<file path="src/rtl/pipe_serializer_pkg.sv">
// pipe_serializer_pkg: state encoding private to the pipe_serializer block.
//   No ports; provides state_t (IDLE = no word held, SEND = word being sent).
package pipe_serializer_pkg;
    typedef enum logic {
        IDLE = 1'b0,
        SEND = 1'b1
    } state_t;
endpackage

</file>
<file path="src/rtl/pipe_serializer.sv">
// pipe_serializer: stream width-down converter, one RATIO-lane word in, up to RATIO beats out (lane 0 first).
//   clk, rst            : rising-edge clock, synchronous active-high reset
//   valid_in/ready_out  : upstream word handshake (ready_out is combinational)
//   data_in, beats_in   : upstream word and number of lanes to send (0 or >RATIO means RATIO)
//   valid_out/ready_in  : downstream beat handshake
//   data_out, last_out  : current beat and end-of-word flag
module pipe_serializer
    import pipe_serializer_pkg::*;
#(
    parameter int WIDTH = 32,
    parameter int RATIO = 4,
    localparam int BEAT_W = $clog2(RATIO) + 1
) (
    input  logic                   clk,
    input  logic                   rst,
    input  logic                   valid_in,
    input  logic [RATIO*WIDTH-1:0] data_in,
    input  logic [BEAT_W-1:0]      beats_in,
    output logic                   ready_out,
    output logic                   valid_out,
    output logic [WIDTH-1:0]       data_out,
    output logic                   last_out,
    input  logic                   ready_in
);
    state_t                 state_q, state_d;
    logic [RATIO*WIDTH-1:0] shreg_q, shreg_d;
    logic [BEAT_W-1:0]      rem_q, rem_d;
    logic [BEAT_W-1:0]      eff_beats;
    logic                   word_xfer, beat_xfer;
    always_ff @(posedge clk) begin
        if (rst) begin
            state_q <= IDLE;
            shreg_q <= '0;
            rem_q   <= '0;
        end else begin
            state_q <= state_d;
            shreg_q <= shreg_d;
            rem_q   <= rem_d;
        end
    end
    always_comb begin
        eff_beats = (beats_in == '0 || beats_in > BEAT_W'(RATIO)) ? BEAT_W'(RATIO) : beats_in;
        word_xfer = valid_in & ready_out;
        beat_xfer = valid_out & ready_in;
        state_d   = state_q;
        shreg_d   = shreg_q;
        rem_d     = rem_q;
        // A word can only be taken while idle or on the last beat, so a reload
        // always supersedes the shift/clear of the finishing word.
        if (word_xfer) begin
            state_d = SEND;
            shreg_d = data_in;
            rem_d   = eff_beats;
        end else if (beat_xfer) begin
            state_d = (rem_q > BEAT_W'(1)) ? SEND : IDLE;
            shreg_d = (rem_q > BEAT_W'(1)) ? shreg_q >> WIDTH : '0;
            rem_d   = (rem_q > BEAT_W'(1)) ? rem_q - BEAT_W'(1) : '0;
        end
    end
    always_comb begin
        valid_out = (state_q == SEND);
        data_out  = shreg_q[WIDTH-1:0];
        last_out  = (state_q == SEND) && (rem_q == BEAT_W'(1));
        ready_out = ~rst & ((state_q == IDLE) | (last_out & ready_in));
    end
endmodule

</file>
<file path="config.mk">
export PLATFORM = sky130hd
export DESIGN_NAME = pipe_serializer
export DESIGN_NICKNAME = d
export VERILOG_FILES = /design/src/rtl/pipe_serializer_pkg.sv /design/src/rtl/pipe_serializer.sv
export SDC_FILE = /design/constraint.sdc
export NUM_CORES = 1
export LEC_CHECK = 0
export BUFFER_PORTS_ARGS = -buffer_cell sky130_fd_sc_hd__buf_2
export CAP_MARGIN = 25
export CORE_MARGIN = 2
export CORE_UTILIZATION = 30
export CTS_CLUSTER_DIAMETER = 150
export DETAILED_ROUTE_END_ITERATION = 8
export GPL_ROUTABILITY_DRIVEN = 0
export PLACE_DENSITY = 0.6
export SLEW_MARGIN = 20
export SYNTH_ARGS = -nofsm -noshare
export SYNTH_HDL_FRONTEND = slang
export SYNTH_SLANG_ARGS = --single-unit
</file>
<file path="constraint.sdc">
create_clock -name clk -period 2.7 [get_ports clk]
set_input_delay 0.135 -clock clk [delete_from_list [all_inputs] [get_ports clk]]
set_output_delay 0.135 -clock clk [all_outputs]
set_load 0.1 [all_outputs]
</file>
==> impl_results.md <==
- Design Area, Final: 7960 sq um
- Power density cells: 808 nW/um^2
- Fmax: roughly 470 MHz
- Ant diodes: 0
- WP data required: 2570 ps
- DP Wirelength: between 10000 and 15000 microns
- First-pass GRT wire length: 28200 microns
- CP Capture Type: output port
- Status: completed
- Yosys reg bits: 132
- Routed Antenna Nets: 0
- Final hold vios: 0
- Vias per inst: 4.92
- Area contributors post-synth: dfxtp_1 46%, a21oi_1 10%, o21ai_0 7.7%, nor3_1 7.4%, nor2_1 6.4%
- Peak supply drop: ~0.47 mV
- Worst min path class: in -> reg
- Measured slew at the worst slew-check pin: ~900 ps
- Post_cts resized: 0
- Bufs and invs on worst path: 1
- Clock slew at reported path FFs: approximately 60 ps
- Initial antenna violation count: 0
- Multi-input logic area: 2490 sq um
- Clock Path Buffers: 2
- Layout cells sized above 1: 23.7%
- Register area: around 2600 sq um
- Drt first-iter violations: 380
- RSZ-0062 raised after global routing: false
- Final WL: approximately 18000 microns
- Synth area leader: dfxtp_1
- CP peak stage delay: 460 ps
- Sequential area share after synthesis: 46.3%
- Crit-path max FO: 4
- Routed WL per cell: roughly 15 microns
- Setup TNS: 0 ps
- Most common cell after layout, fill and taps aside: buf_2
- DR vias: 5746
- Core ar.: about 19000 sq um
- Final slew viol count: 0
- CP Launch Type: flip-flop
- Final setup vio count: 0
- Top-area cell type share of the netlist area: 46.3%
- Gate Count Post-Synth: 734
- Clk root buf: clkbuf_16
- Rel. slew slack: between 30 and 40%
- Synthesized area: 5710 sq um
- DR pass1 iterations: 4
- Crit-path cells: ha_1 -> nand3b_1 -> a21oi_1 -> buf_2
- IO Pins: 170
- Critical path class: reg -> out
- Max-cap check violation count: 0
- Pin count of the biggest net entering global routing: 98
- Fin crit period: 2110 ps
- Fillers: around 1.9k
- Final nets: 1058
- H-tree depth: 4
- Post-Syn Nets: 872
- Rows: 50
- Initial Utilization: around 31%
- Num CTS Buffers: 17
- CP top delay family: buffers and inverters
- Synthesized area per cell: approximately 7.8 sq um
- Dpl cell area: 6440 sq um
- Number of synthesis warnings: 0
- Die X: 142 microns
- Chip Height: 142 microns
- Die ar.: 20100 sq um
- All-Layer GR Usage: 17.7%
- CP max-delay cell: buf_2
- Clk_lat worst skew: 420 ps
- Clk sinks: 132
- Port Buf Inserts: 169
- Clk_skew: ~7.0 ps
- Vias in the first global route: 5342
- P_leak: about 3.3 nW
- Area delta synth->final: 39.5%
- Most frequent cells in the layout: 169 x buf_2, 132 x dfxtp_1, 118 x a21oi_1, 98 x nor2_1, 88 x o21ai_0
- CP arrival: 1980 ps
- DRC: 0
- Grt ovf: 0
- CTS tree: done
- Cell variety after synth: 32
- Final Cycle Share: 78.2%
==> cell usage after synthesis <==
cell type	number
nand3b_1	4
clkbuf_2	1
o21ai_0	88
a221oi_1	13
clkbuf_1	23
a21oi_1	118
buf_2	30
nand2_2	1
inv_2	1
or2_2	1
a21o_1	1
o21ai_1	9
o21bai_1	1
a211oi_1	1
buf_1	2
nand3_1	34
nand2b_1	1
ha_1	3
a311oi_1	2
o21ai_2	1
buf_6	7
a41o_1	1
dfxtp_1	132
nor3_1	84
inv_1	5
and3_1	1
a21oi_2	1
buf_4	35
xor2_1	1
a31o_2	1
nand2_1	33
nor2_1	98
==> layout make-up <==
class,instances,area share [%]
Sequential cell,132,33.2
Multi-Input combinational cell,498,31.3
Timing Repair Buffer,265,22.9
Clock buffer,21,5.79
Tap cell,234,3.68
Clock inverter,11,2.80
Inverter,6,0.283
==> state kept, by name (all words and copies together) (netlist names) <==
name and flops:
rem_q 3, shreg_q 128, valid_out 1
==> final timing paths <==
check / from / to / cells after the start / slack (ps)
max: rem_q[0] / ready_out / 4 / 590
min reg2reg: shreg_q[118] / shreg_q[118] / 2 / 470
max reg2reg: rem_q[1] / shreg_q[69] / 7 / 710
min: data_in[15] / shreg_q[15] / 3 / 20
==> what timing repair did <==
item / 4_1_cts / 5_1_grt
hold buffers: 82 / 1
hold endpoints to repair: 82 / 1
setup endpoints to repair: 0 / 0
setup buffers: 0 / 0
==> metal layers <==
metal | share of wire (%) | up-vias | GRT usage, %
met5 | 0 | - | 0
met4 | 1.8 | 0 | 6.00
met3 | 5.6 | 24 | 4.12
met2 | 43 | 185 | 25.4
met1 | 50 | 2640 | 26.0
li1 | - | 2897 | -
==> power by group <==
| group | switching, W | internal [W] |
|---|---|---|
| combinational | 0.00104 | 0.000424 |
| sequential | 0.000131 | 0.00216 |
| clock | 0.000879 | 0.00179 |
| total | 0.00205 | 0.00438 |
==> worst reg2reg max path, cell delays in order (launching register included) <==
cell	delay, ps
dfxtp_1	340
inv_1	70
ha_1	230
o21bai_1	240
nand2_4	420
buf_4	310
a21oi_1	100
nor3_1	190
==> logic make-up (layout without fill, tap and decap cells) <==
logic type / count (synthesis) / after routing / synth area share (%)
simple gates: 257 / 257 / 19.9
compound gates: 237 / 237 / 22.2
flops: 132 / 132 / 46.3
buf+inv: 104 / 303 / 10.7
fa+ha+maj: 3 / 3 / 0.658
xor+xnor: 1 / 1 / 0.154
==> per-stage QoR <==
stage	power [W]	utilization [%]	setup slack (ps)	std cells	hold slack (ps)
after floorplan	0.00343	-	218	734	271
after global placement	0.00370	34.4	776	1052	382
after detailed placement	0.00371	34.4	713	1052	382
after CTS	0.00649	42.5	599	1166	0.217
after global routing	0.00671	42.5	487	1167	0.586
final	0.00643	42.5	589	1167	15.3
(Power assumes the default switching activity.)
